$ cat config.mk
export PLATFORM = sky130hd
export DESIGN_NAME = div_mod_reconstruct_flat
export DESIGN_NICKNAME = d
export VERILOG_FILES = /design/src/rtl/div_mod_pkg.sv /design/src/rtl/div_mod_reconstruct_if.sv /design/src/rtl/div_mod_reconstruct.sv /design/src/flat_wrapper.sv
export SDC_FILE = /design/constraint.sdc
export NUM_CORES = 1
export LEC_CHECK = 0
export ABC_AREA = 1
export CORE_MARGIN = 5
export CORE_UTILIZATION = 55
export CTS_CLUSTER_DIAMETER = 200
export DETAILED_ROUTE_END_ITERATION = 8
export PLACE_DENSITY = 0.75
export SLEW_MARGIN = 40
export SYNTH_ARGS = -nofsm -noshare
export SYNTH_HDL_FRONTEND = slang
export SYNTH_SLANG_ARGS = --single-unit
$ cat constraint.sdc
create_clock -name clk -period 3.9 [get_ports clk]
set_input_delay 0.78 -clock clk [delete_from_list [all_inputs] [get_ports clk]]
set_output_delay 0.78 -clock clk [all_outputs]
set_load 0.01 [all_outputs]
$ cat src/rtl/div_mod_pkg.sv
`default_nettype none
// ============================================================================
// Module      : div_mod_pkg
// Description : Shared widths and state encoding for the divider family.
//               The divider and the reconstruct block import this package
//               so their operand widths can never drift apart.
// Revision    : 1.0 - initial release
// ============================================================================
package div_mod_pkg;

  localparam int DIVIDEND_W = 32;
  localparam int DIVISOR_W  = 16;
  localparam int QUOTIENT_W = 17;
  localparam int MUL_ITERS  = 16;

  // 17b x 16b magnitude product, plus one sign bit for the signed result
  localparam int ACC_W = QUOTIENT_W + DIVISOR_W;
  localparam int RES_W = ACC_W + 1;

  typedef enum logic [1:0] {
    ST_IDLE = 2'd0,
    ST_MUL  = 2'd1,
    ST_ADD  = 2'd2,
    ST_DONE = 2'd3
  } state_e;

endpackage
`default_nettype wire

$ cat src/rtl/div_mod_reconstruct_if.sv
`default_nettype none
// ============================================================================
// Module      : div_mod_reconstruct_if
// Description : Operand / result bundle for div_mod_reconstruct.
//               master : drives quotient, divisor, remainder, mode,
//                        valid_input; observes busy, valid_output,
//                        dividend, overflow.
//               slave  : the reconstruct block itself.
// Revision    : 1.0 - initial release
// ============================================================================
interface div_mod_reconstruct_if;
  import div_mod_pkg::*;

  logic signed [QUOTIENT_W-1:0] quotient;
  logic signed [DIVISOR_W-1:0]  divisor;
  logic signed [DIVISOR_W-1:0]  remainder;
  logic                         mode;
  logic                         valid_input;
  logic                         busy;
  logic                         valid_output;
  logic signed [DIVIDEND_W-1:0] dividend;
  logic                         overflow;

  modport master (
    output quotient, divisor, remainder, mode, valid_input,
    input  busy, valid_output, dividend, overflow
  );

  modport slave (
    input  quotient, divisor, remainder, mode, valid_input,
    output busy, valid_output, dividend, overflow
  );

endinterface
`default_nettype wire

$ cat src/rtl/div_mod_reconstruct.sv
`default_nettype none
// ============================================================================
// Module      : div_mod_reconstruct
// Description : Rebuilds dividend = quotient * divisor (+ remainder) with a
//               serial radix-2 shift-add multiplier. Fixed 18-cycle latency.
//   clk   - clock, rising edge
//   reset - asynchronous, active-low
//   bus   - slave side of div_mod_reconstruct_if (operands, mode,
//           valid_input in; busy, valid_output, dividend, overflow out)
// Revision    : 1.0 - initial release
// ============================================================================
module div_mod_reconstruct
  import div_mod_pkg::*;
(
  input  logic                   clk,
  input  logic                   reset,
  div_mod_reconstruct_if.slave   bus
);

  state_e                  state_q, state_d;
  logic [3:0]              cnt_q, cnt_d;
  logic [ACC_W-1:0]        mcand_q, mcand_d;     // |quotient|, shifted left each step
  logic [DIVISOR_W-1:0]    mplier_q, mplier_d;   // |divisor|, shifted right each step
  logic [RES_W-1:0]        acc_q, acc_d;
  logic [DIVISOR_W-1:0]    rem_q, rem_d;
  logic                    mode_q, mode_d;
  logic                    neg_q, neg_d;
  logic [DIVIDEND_W-1:0]   dividend_q, dividend_d;
  logic                    overflow_q, overflow_d;

  logic [QUOTIENT_W-1:0]   q_mag;
  logic [DIVISOR_W-1:0]    d_mag;
  logic [RES_W-1:0]        signed_sum;
  logic [RES_W-DIVIDEND_W:0] res_top;

  // Magnitudes fit unsigned in the operand width, so -65536 and -32768 are exact
  always_comb begin
    q_mag = bus.quotient[QUOTIENT_W-1] ? -bus.quotient : bus.quotient;
    d_mag = bus.divisor[DIVISOR_W-1]   ? -bus.divisor  : bus.divisor;
  end

  always_comb begin
    signed_sum = neg_q ? ({RES_W{1'b0}} - acc_q) : acc_q;
    if (!mode_q) begin
      signed_sum = signed_sum + {{(RES_W-DIVISOR_W){rem_q[DIVISOR_W-1]}}, rem_q};
    end
  end

  // Representable in 32-bit signed only when bits 33..31 are all equal
  assign res_top = acc_q[RES_W-1:DIVIDEND_W-1];

  always_comb begin
    state_d    = state_q;
    cnt_d      = cnt_q;
    mcand_d    = mcand_q;
    mplier_d   = mplier_q;
    acc_d      = acc_q;
    rem_d      = rem_q;
    mode_d     = mode_q;
    neg_d      = neg_q;
    dividend_d = dividend_q;
    overflow_d = overflow_q;

    case (state_q)
      ST_IDLE: begin
        if (bus.valid_input) begin
          state_d  = ST_MUL;
          cnt_d    = 4'd0;
          acc_d    = '0;
          mcand_d  = {{(ACC_W-QUOTIENT_W){1'b0}}, q_mag};
          mplier_d = d_mag;
          rem_d    = bus.remainder;
          mode_d   = bus.mode;
          neg_d    = bus.quotient[QUOTIENT_W-1] ^ bus.divisor[DIVISOR_W-1];
        end
      end

      ST_MUL: begin
        if (mplier_q[0]) begin
          acc_d = acc_q + {1'b0, mcand_q};
        end
        mcand_d  = mcand_q << 1;
        mplier_d = mplier_q >> 1;
        // Counter wraps back to zero on the last step, ready for ADD
        cnt_d    = cnt_q + 4'd1;
        if (cnt_q == 4'(MUL_ITERS - 1)) begin
          state_d = ST_ADD;
        end
      end

      ST_ADD: begin
        // First ADD cycle forms the signed sum; second commits it to the outputs
        if (cnt_q == 4'd0) begin
          acc_d = signed_sum;
          cnt_d = 4'd1;
        end else begin
          dividend_d = acc_q[DIVIDEND_W-1:0];
          overflow_d = !((&res_top) || (~|res_top));
          cnt_d      = 4'd0;
          state_d    = ST_DONE;
        end
      end

      ST_DONE: begin
        state_d = ST_IDLE;
      end

      default: begin
        state_d = ST_IDLE;
      end
    endcase
  end

  always_ff @(posedge clk or negedge reset) begin
    if (!reset) begin
      state_q    <= ST_IDLE;
      cnt_q      <= '0;
      mcand_q    <= '0;
      mplier_q   <= '0;
      acc_q      <= '0;
      rem_q      <= '0;
      mode_q     <= 1'b0;
      neg_q      <= 1'b0;
      dividend_q <= '0;
      overflow_q <= 1'b0;
    end else begin
      state_q    <= state_d;
      cnt_q      <= cnt_d;
      mcand_q    <= mcand_d;
      mplier_q   <= mplier_d;
      acc_q      <= acc_d;
      rem_q      <= rem_d;
      mode_q     <= mode_d;
      neg_q      <= neg_d;
      dividend_q <= dividend_d;
      overflow_q <= overflow_d;
    end
  end

  assign bus.busy         = (state_q != ST_IDLE);
  assign bus.valid_output = (state_q == ST_DONE);
  assign bus.dividend     = dividend_q;
  assign bus.overflow     = overflow_q;

endmodule
`default_nettype wire

$ cat src/flat_wrapper.sv
// flat-port wrapper written by rule: the top's interface ports become plain ports
module div_mod_reconstruct_flat import div_mod_pkg::*;
  (clk, reset, bus_quotient, bus_divisor, bus_remainder, bus_mode, bus_valid_input, bus_busy, bus_valid_output, bus_dividend, bus_overflow);
  div_mod_reconstruct_if bus_i ();
  input  logic clk;
  input  logic reset;
  input wire logic [$bits(bus_i.quotient)-1:0] bus_quotient;
  input wire logic [$bits(bus_i.divisor)-1:0] bus_divisor;
  input wire logic [$bits(bus_i.remainder)-1:0] bus_remainder;
  input wire logic [$bits(bus_i.mode)-1:0] bus_mode;
  input wire logic [$bits(bus_i.valid_input)-1:0] bus_valid_input;
  output wire logic [$bits(bus_i.busy)-1:0] bus_busy;
  output wire logic [$bits(bus_i.valid_output)-1:0] bus_valid_output;
  output wire logic [$bits(bus_i.dividend)-1:0] bus_dividend;
  output wire logic [$bits(bus_i.overflow)-1:0] bus_overflow;
  assign bus_i.quotient = bus_quotient;
  assign bus_i.divisor = bus_divisor;
  assign bus_i.remainder = bus_remainder;
  assign bus_i.mode = bus_mode;
  assign bus_i.valid_input = bus_valid_input;
  assign bus_busy = bus_i.busy;
  assign bus_valid_output = bus_i.valid_output;
  assign bus_dividend = bus_i.dividend;
  assign bus_overflow = bus_i.overflow;
  div_mod_reconstruct u_core (.clk(clk), .reset(reset), .bus(bus_i));
endmodule
# Yosys cells after proc, flatten, opt, wreduce, memory -nomap -nowiden
# Index checks and enable logic that the tools add are counted.
[op_classes] n_addsub=6 bitwise_logic=2 n_eq_ne=9 reduce_logical=16 n_mux=19
[ops] operator="two-way mux 34 bit" count=5
[ops] operator="case mux 34 bit (3 select lines)" count=1
[ops] operator="case mux 33 bit (2 select lines)" count=1
[ops] operator="adder 34 x 33 -> 34 bit" count=1
[ops] operator="adder 34 bit" count=1
[ops] operator="subtractor 1 x 34 -> 34 bit (first input constant)" count=1
[ops] operator="two-way mux 33 bit" count=1
[ops] operator="two-way mux 16 bit" count=2
[ops] operator="case mux 16 bit (2 select lines)" count=1
[ops] operator="two-way mux 17 bit" count=1
[ops] operator="negation 17 bit" count=1
[ops] operator="negation 16 bit" count=1
[ops] operator="case mux 4 bit (3 select lines)" count=1
[ops] operator="case mux 2 bit (4 select lines)" count=1
[ops] operator="AND reduction 2 bit" count=4
[ops] operator="two-way mux 2 bit" count=3
[ops] operator="inequality test 2 x 1 -> 1 bit (second input constant)" count=3
[ops] operator="AND reduction 3 bit" count=2
[ops] operator="adder 4 x 1 -> 4 bit (second input constant)" count=1
[ops] operator="equality test 2 bit (second input constant)" count=2
[ops] operator="equality test 4 bit (second input constant)" count=1
[ops] operator="logical NOT 4 bit" count=1
[ops] operator="two-way mux 4 bit" count=1
[ops] operator="inequality test 2 bit (second input constant)" count=2
[ops] operator="11 further kinds" count=13
[word_totals] reg_bits=140 word_cells=62 output_inout_bits=35

# Longest topological paths before layout
# Gate-level depths: netlist (run 1).
[depth] ltp_word=6 mapped_depth=27 depth_no_buf=27

# Least setup slack after synthesis (run 1)
# Ideal clock, no wire load.
[synth_path] path_type="reg-to-reg" startpoint="register u_core.acc_q[0]" endpoint="register u_core.acc_q[33]" path_buffers=0 arrival_time_ps=2817 period_less_slack_ps=2934 path_stages_with_launch=25 slack_ps=966 t_required_ps=3784 path_cell_list="dfrtp_1 -> inv_1 -> ha_1 -> inv_1 -> nor3_2 -> inv_1 -> nor2_2 -> nand2_1 -> nor2_1 -> xor2_1 -> nand2_1 -> nand2_1 -> inv_1 -> ha_1 -> a21oi_1 -> a21boi_0 -> nand2_1 -> a21oi_1 -> nand2_1 -> nand2_1 -> nand4_1 -> nand3_1 -> nand2_1 -> nand2_1 -> nand2_1"
[synth_between] elab_chain_len=6 word_cells_on_any_way=8 cone_classes="add/sub: 3; mux: 5"
[synth_rtl] item="start: declaration" line="div_mod_reconstruct.sv:24" rtl="logic [RES_W-1:0] acc_q, acc_d;"
[synth_rtl] item="start signal: assignment" line="div_mod_reconstruct.sv:120" rtl="acc_q <= '0;"
[synth_rtl] item="start signal: assignment" line="div_mod_reconstruct.sv:131" rtl="acc_q <= acc_d;"
[synth_rtl] item="subtractor 1 x 34 -> 34 bit" line="div_mod_reconstruct.sv:43" rtl="signed_sum = neg_q ? ({RES_W{1'b0}} - acc_q) : acc_q;"
[synth_rtl] item="two-way mux 34 bit" line="div_mod_reconstruct.sv:43"
[synth_rtl] item="adder 34 bit" line="div_mod_reconstruct.sv:45" rtl="signed_sum = signed_sum + {{(RES_W-DIVISOR_W){rem_q[DIVISOR_W-1]}}, rem_q};"
[synth_rtl] item="two-way mux 34 bit" line="div_mod_reconstruct.sv:44" rtl="if (!mode_q) begin"
[synth_rtl] item="two-way mux 34 bit" line="div_mod_reconstruct.sv:93" rtl="if (cnt_q == 4'd0) begin"
[synth_rtl] item="case mux 34 bit (3 select lines) *" line="div_mod_reconstruct.sv:64" rtl="case (state_q)"
# Mark *: on every way between the ends. The rest lies on a longest branch, timed or not. The select of a mux whose other input is x is not followed.
# A chain may end at the register's enable or synchronous reset.

# Final worst setup path (run 1)
[layout_path] startpoint="register u_core.acc_q[16]" endpoint="register u_core.acc_q[31]"
# Same word-level chain as after synthesis.

==> flow_summary.yaml, run 1 <==
yosys:
  synth_edf_count: 0
  ys_types: 52
  synth_flop_cell: "dfrtp_1"
  synthCells: 1884
  synth_compound_area_share_pct: 18.6
  ys_warn_count: 0
  syn_area_mm2: 0.0121
  synthMuxAreaShare_pct: 0
  synth-adder-area-share_pct: 8.08
  yosys.area_share.simple_pct: 32.7
  synthXorXnorAreaFrac_pct: 3.47
  syn_nets: 2014
  avgSynthCellArea_um2: 6.43
  synthArstFlopShare_pct: 100
  synth_top_family_by_area: "simple AND/OR/NAND/NOR gates"
  yosysSeqAreaShare_pct: 28.9
  synth-seq-cells: 140
power:
  powerDensity_mw_per_mm2: 943
  p_comb_share_pct: 67.3
  internal_power_uw: 5880
  p_sw_uw: 7150
  power_frac_clock_pct: 12.9
  netSwitchingFraction_pct: 54.9
  ir_drop_mv: 0.968
  p_leak_uw: 0.00689
  p_seq_share_pct: 19.9
timing:
  post-route-period-util_pct: 91.0
  slew_headroom_pct: 51.6
  slew_violations: 0
  max_freq_mhz: 282
  setup_viol: 0
  tightest_slew_ns: 0.726
  rsz0062_at_grt: "false"
  clock_skew_ns: 0.0112
  tns_ns: 0
  finalHoldViolCount: 0
  min_period_ns: 3.55
  fin_ws_ns: 0.353
floorplan:
  start_util_pct: 55.7
  dieArea_mm2: 0.0251
  ios: 88
  core_area_mm2: 0.0218
  rows: 54
  die_h_um: 158
  die_x_um: 158
finish:
  layout-drive-gt1-share_pct: 4.38
  area_delta_synth_final_pct: 14.0
  regArea_mm2: 0.00350
  multi_input_area_mm2: 0.00762
  n_antenna_cell: 0
  fin_nets: 2079
  fillers: 2083
cts:
  cts_max_level: 4
  cts_resized: 0
  clk_pin_slew_ns: 0.07
  cts_setup_buffers: 0
  cts_buffers: 17
  cts_root_buf: "clkbuf_16"
  clkSinkCount: 140
  cts_tree: "done"
  clockBufferDepth: 2
  ctsHoldBuffers: 0
  clock_latency_ns: 0.45
drt:
  detail_route.first_pass.iterations: 6
  drt_drc_violations_left: 0
  viasPerCell: 5.73
  num_vias: 12800
  drt_iter0_drc: 1290
  ant_nets: 0
  routedWlPerCell_um: 17.0
  drt_wl_total_um: 38100
critical_path:
  max_stage_delay_ns: 0.43
  crit_fanout: 6
  cp_slowest_cell: "dfrtp_1"
  endpoint_kind: "flip-flop"
  required_ns: 4.25
  crit_arrival_ns: 3.89
  crit_chain: "inv_1 > nand3_1 > nor2_1 > nand3_1 > xor2_1 > nand2_1 > o21ai_0 > inv_1 > ha_1 > a21oi_1 > o21ai_0 > a21oi_1 > nor2_1 > nor2_1 > nand2_1 > nand2_1 > nand3_1 > nand2_1 > nand2_1 > nand2_1 > nand2_1"
  crit_type: "reg2reg"
  cp_common_cell: "nand2_1"
  startpoint_type: "flip-flop"
global_route:
  grt_util_all_layers_pct: 30.8
  grt_antenna_before_repair: 0
  grt_first_pass_wirelength_um: 61100
  grt-ovfl-total: 0
  grt_max_degree: 77
  grt_pass1_vias: 12200
place:
  io_buffers: 87
  gp_congestion: 0.986
  place_ws_ns: 0.400
  dp_hpwl_um: 29400
status:
  outcome: "finished clean"
run:
  drv_cap: 0
hold_path:
  min_path_type: "in2async"
-- power by group through the flow --
stage / Clock (uW) / Sequential, uW / Combinational (uW)
2_1_floorplan: 0 / 2460 / 6220
3_3_place_gp: 0 / 2580 / 8430
3_5_place_dp: 0 / 2590 / 8550
4_1_cts: 1690 / 2570 / 8610
5_1_grt: 1750 / 2650 / 9810
6_report: 1670 / 2590 / 8770
-- flip-flops by register name, indices dropped and copies added (netlist names) --
register and cells:
u_core.neg_q 1, u_core.bus.dividend 32, u_core.state_q 2, u_core.rem_q 16, u_core.acc_q 34, u_core.mplier_q 16
u_core.mode_q 1, u_core.bus.overflow 1, u_core.cnt_q 4, u_core.mcand_q 33
-- path summary, 6_finish.rpt --
kind,start,endpoint,cells past startpoint,slack (ns)
max,u_core.acc_q[16]$_DFFE_PN0P_,u_core.acc_q[31]$_DFFE_PN0P_,21,0.35
min,reset,u_core.rem_q[2]$_DFFE_PN0P_,1,0.37
max reg2reg,u_core.acc_q[16]$_DFFE_PN0P_,u_core.acc_q[31]$_DFFE_PN0P_,21,0.35
min reg2reg,u_core.bus.dividend[16]$_DFFE_PN0P_,u_core.bus.dividend[16]$_DFFE_PN0P_,2,0.48
max in group asynchronous,reset,u_core.state_q[0]$_DFFE_PN0P_,2,2.72
min in group clk,u_core.bus.dividend[16]$_DFFE_PN0P_,u_core.bus.dividend[16]$_DFFE_PN0P_,2,0.48
-- synthesized netlist by cell type (9+ instances only) --
cell	count	share of area (%)
o21ai_2	11	0.80
o211ai_1	14	0.87
nor2_1	182	5.6
o21bai_1	11	0.68
nand4_1	15	0.77
inv_1	191	5.9
clkbuf_1	30	0.93
o22ai_1	13	0.67
nand2_1	589	18
o21ai_0	171	7.1
buf_2	9	0.37
o31ai_1	9	0.56
o21ai_1	16	0.66
ha_1	75	7.7
buf_1	12	0.37
dfrtp_1	140	29
nor3_1	23	0.95
nand3_1	124	5.1
xor2_1	35	2.5
o221ai_1	9	0.65
xnor2_1	13	0.94
a21oi_1	121	5.0
-- through the flow --
step | hold slack (ns) | utilization (%) | total power (uW) | std cells | instance area (um^2)
3_3_place_gp | 0.465 | 60.8 | 11000 | 2210 | 13200
3_5_place_dp | 0.467 | 60.8 | 11100 | 2210 | 13200
6_report | 0.365 | 63.5 | 13000 | 2242 | 13800
5_1_grt | 0.434 | 63.5 | 14200 | 2242 | 13800
2_1_floorplan | 0.446 | - | 8680 | 1884 | 12100
4_1_cts | 0.397 | 63.5 | 12900 | 2242 | 13800
-- cell type report --
type / count / area share, %
flip-flops and latches: 140 / 25.4
inverters: 197 / 5.37
clock inverters: 15 / 1.12
multi-input cells: 1491 / 55.2
clock buffers: 17 / 3.08
repair buffers: 102 / 7.31
well taps: 280 / 2.54
-- critical path: cells and delay by family, from the launching register on --
family,cells,cell delay (ns)
adder cells (fa/ha/maj),1,0.37
flip-flops,1,0.43
AND/OR/NAND/NOR,13,1.35
XOR/XNOR,1,0.18
AO/OA/AOI/OAI,4,0.78
buffers and inverters,2,0.35
-- kinds of logic after synthesis --
kind of cell | count (synthesis)
simple gates | 964
compound gates | 402
buf+inv | 253
flops | 140
fa+ha+maj | 77
xor+xnor | 48
-- layout by cell type, fill, tap and decap left out, types with 4 or more instances in the layout --
| cell type | count |
|---|---|
| o221ai_1 | 9 |
| inv_1 | 190 |
| nor2_1 | 181 |
| o21ai_0 | 171 |
| a31oi_1 | 5 |
| nand3_1 | 124 |
| nand2_1 | 588 |
| o31ai_1 | 9 |
| o21bai_1 | 11 |
| ha_1 | 73 |
| nand4_1 | 15 |
| o211ai_1 | 14 |
| xor2_1 | 35 |
| clkdlybuf4s50_1 | 86 |
| buf_4 | 13 |
| o21a_1 | 4 |
| a21oi_1 | 121 |
| nand3b_1 | 6 |
| xnor2_1 | 13 |
| o21ai_2 | 11 |
| o22ai_1 | 13 |
| nor3_1 | 23 |
| a21o_1 | 7 |
| clkbuf_16 | 17 |
| nor2_2 | 6 |
| dfrtp_1 | 139 |
| o21ai_1 | 16 |
| or2_2 | 6 |
| inv_6 | 6 |
-- per-layer routing --
metal | track usage [%] | part of all wire (%)
met5 | 0 | 0
met1 | 40.8 | 42
met4 | 11.6 | 3.3
met2 | 50.8 | 46
met3 | 5.22 | 9.3
Note: power is estimated with default switching activity, not from simulation.
==> inputs of run 2 (changes only) <==
REMOVE_ABC_BUFFERS = 1   (was unset)
==> run 2 against run 1 <==
Effect of this change:
- wire length up 3.0%
- clock skew up 0.0021 ns
- cell count up 0.40%
- critical path depth up 3
- critical endpoint is now u_core.acc_q[33]$_DFFE_PN0P_
- final area up 0.94%
- worst hold slack better by 0.011 ns
- sequential power down 2%
- sequential share of layout area down 0.25 points
- global-route usage up 0.52 points
==> flow_summary.yaml, run 2 (synthesis results as in run 1) <==
drt:
  detail_route.first_pass.iterations: 6
  topRoutingLayerUsed: "met4"
  drt_drc_violations_left: 0
  wl_met2_um: 18100
  routedWlPerCell_um: 17.4
  routedLengthMet1_um: 17500
  drt_iter0_drc: 1143
  dr_wl_met3_um: 2670
  drt_wl_total_um: 39200
  viasPerCell: 5.68
  num_vias: 12800
  ant_nets: 0
hold_path:
  min_path_type: "in2async"
cts:
  clock_latency_ns: 0.45
  cts_buffers: 17
  cts_setup_buffers: 0
  cts_root_buf: "clkbuf_16"
  clk_pin_slew_ns: 0.07
  clockBufferDepth: 2
  cts_max_level: 4
  clkSinkCount: 140
  cts_tree: "done"
timing:
  finalHoldViolCount: 0
  slew_headroom_pct: 46.4
  slew_violations: 0
  rsz0062_at_grt: "false"
  min_period_ns: 3.66
  tightest_slew_ns: 0.799
  hold_slack_ns: 0.376
  max_freq_mhz: 273
  setup_viol: 0
  post-route-period-util_pct: 93.9
  clock_skew_ns: 0.0133
run:
  drv_cap: 0
finish:
  fin_nets: 2089
  final_cell_mix: "nand2_1 (588), inv_1 (188), nor2_1 (180)"
  largest-register: "u_core.acc_q"
  n_antenna_cell: 0
  instances_no_fill: 2251
  final_common_cell: "nand2_1"
  layout-drive-gt1-share_pct: 4.82
  area_delta_synth_final_pct: 15.1
  largest_reg_flops: 34
floorplan:
  die_x_um: 158
  rows: 54
  dieArea_mm2: 0.0251
  start_util_pct: 55.7
  ios: 88
  core_area_mm2: 0.0218
  die_h_um: 158
power:
  ir_drop_mv: 0.438
  powerDensity_mw_per_mm2: 958
  p_leak_uw: 0.00696
status:
  outcome: "finished clean"
critical_path:
  startpoint_type: "flip-flop"
  r2r_end: "u_core.acc_q[33]$_DFFE_PN0P_"
  required_ns: 4.23
  ff2ff_setup_slack_ns: 0.24
  crit_arrival_ns: 4.00
  reg2regPathDepth: 24
  crit_fanout: 4
  crit_type: "reg2reg"
  endpoint_kind: "flip-flop"
  crit_path_start: "u_core.acc_q[1]$_DFFE_PN0P_"
  reg2reg_from: "u_core.acc_q[1]$_DFFE_PN0P_"
place:
  dp_hpwl_um: 30300
  gp_congestion: 1.02
  io_buffers: 87
  dp.cells: 2220
global_route:
  grt-ovfl-total: 0
  grt_util_all_layers_pct: 31.3
  grt_antenna_before_repair: 0
  grt_first_pass_wirelength_um: 61800
  grt_pass1_vias: 12000
  grt_max_degree: 78
==> run 2: cell types whose count changed in the layout (fill, tap and decap cells not counted), moves of 2 or more <==
cell,previous run,this run
inv_1,190,188
bufinv_16,1,3
buf_4,13,23
clkinv_2,2,0
inv_8,2,4
==> run 2: routing by layer <==
metal / track usage, % / up-vias
met5: 0 / -
met4: 9.63 / 0
met3: 4.08 / 74
met2: 52.0 / 462
met1: 42.8 / 5889
li1: - / 6371
==> run 2: per-stage QoR <==
| step | util (%) | setup slack (ns) | setup TNS [ns] | area, um^2 | power (uW) |
|---|---|---|---|---|---|
| final | 64.1 | 0.237 | 0 | 13900 | 13400 |
| after global routing | 64.1 | 0.00538 | 0 | 13900 | 14500 |
| after CTS | 64.0 | 0.189 | 0 | 13900 | 13200 |
| after detailed placement | 61.1 | 0.207 | 0 | 13300 | 11300 |
| after global placement | 61.1 | 0.282 | 0 | 13300 | 11200 |
| after floorplan | - | -0.595 | -15.52 | 11900 | 8450 |
==> run 2: how the worst max path moves through the flow <==
stage	endpoint	slack, ns
floorplan	u_core.mplier_q[6]$_DFFE_PN0P_	-0.60
global placement	u_core.acc_q[33]$_DFFE_PN0P_	0.28
detailed placement	u_core.acc_q[33]$_DFFE_PN0P_	0.21
CTS	u_core.acc_q[33]$_DFFE_PN0P_	0.19
global route	u_core.acc_q[33]$_DFFE_PN0P_	0.005
finish	u_core.acc_q[33]$_DFFE_PN0P_	0.24
==> run 2: timing repair <==
| action | 4_1_cts | 5_1_grt |
|---|---|---|
| endpoints found under the setup margin | 0 | 4 |
| resized for setup | 0 | 5 |
| hold buffers | 0 | 0 |
==> run 2: cell type report <==
type	instances	area [um^2]
Inverter	197	742
Tap cell	280	350
Timing Repair Buffer	112	1090
Multi-Input combinational cell	1491	7630
Clock buffer	17	425
Clock inverter	14	203
Fill cell	2089	7810
Sequential cell	140	3500
==> run 2: worst max-delay path: stages (launching register included) <==
cell and delay (ns):
dfrtp_1 0.44, inv_1 0.13, ha_2 0.23, inv_1 0.09, nor3_4 0.19, inv_1 0.10
nor2_2 0.13, nand2_1 0.15, nor2_2 0.20, xor2_1 0.15, nand2_1 0.06, nand2_1 0.14
inv_1 0.06, ha_1 0.32, a21oi_1 0.17, a21boi_0 0.23, nand2_1 0.09, a21oi_1 0.16
nand2_1 0.09, nand2_1 0.08, nand4_1 0.08, nand3_1 0.09, nand2_1 0.05, nand2_1 0.06
nand2_1 0.05
==> run 2: power by group <==
| group | leakage (uW) | internal, uW | total [uW] | switching, uW |
|---|---|---|---|---|
| Combinational | 0.00482 | 3000 | 9010 | 6010 |
| Sequential | 0.00184 | 2020 | 2550 | 526 |
| Clock | 0.000306 | 1040 | 1800 | 765 |
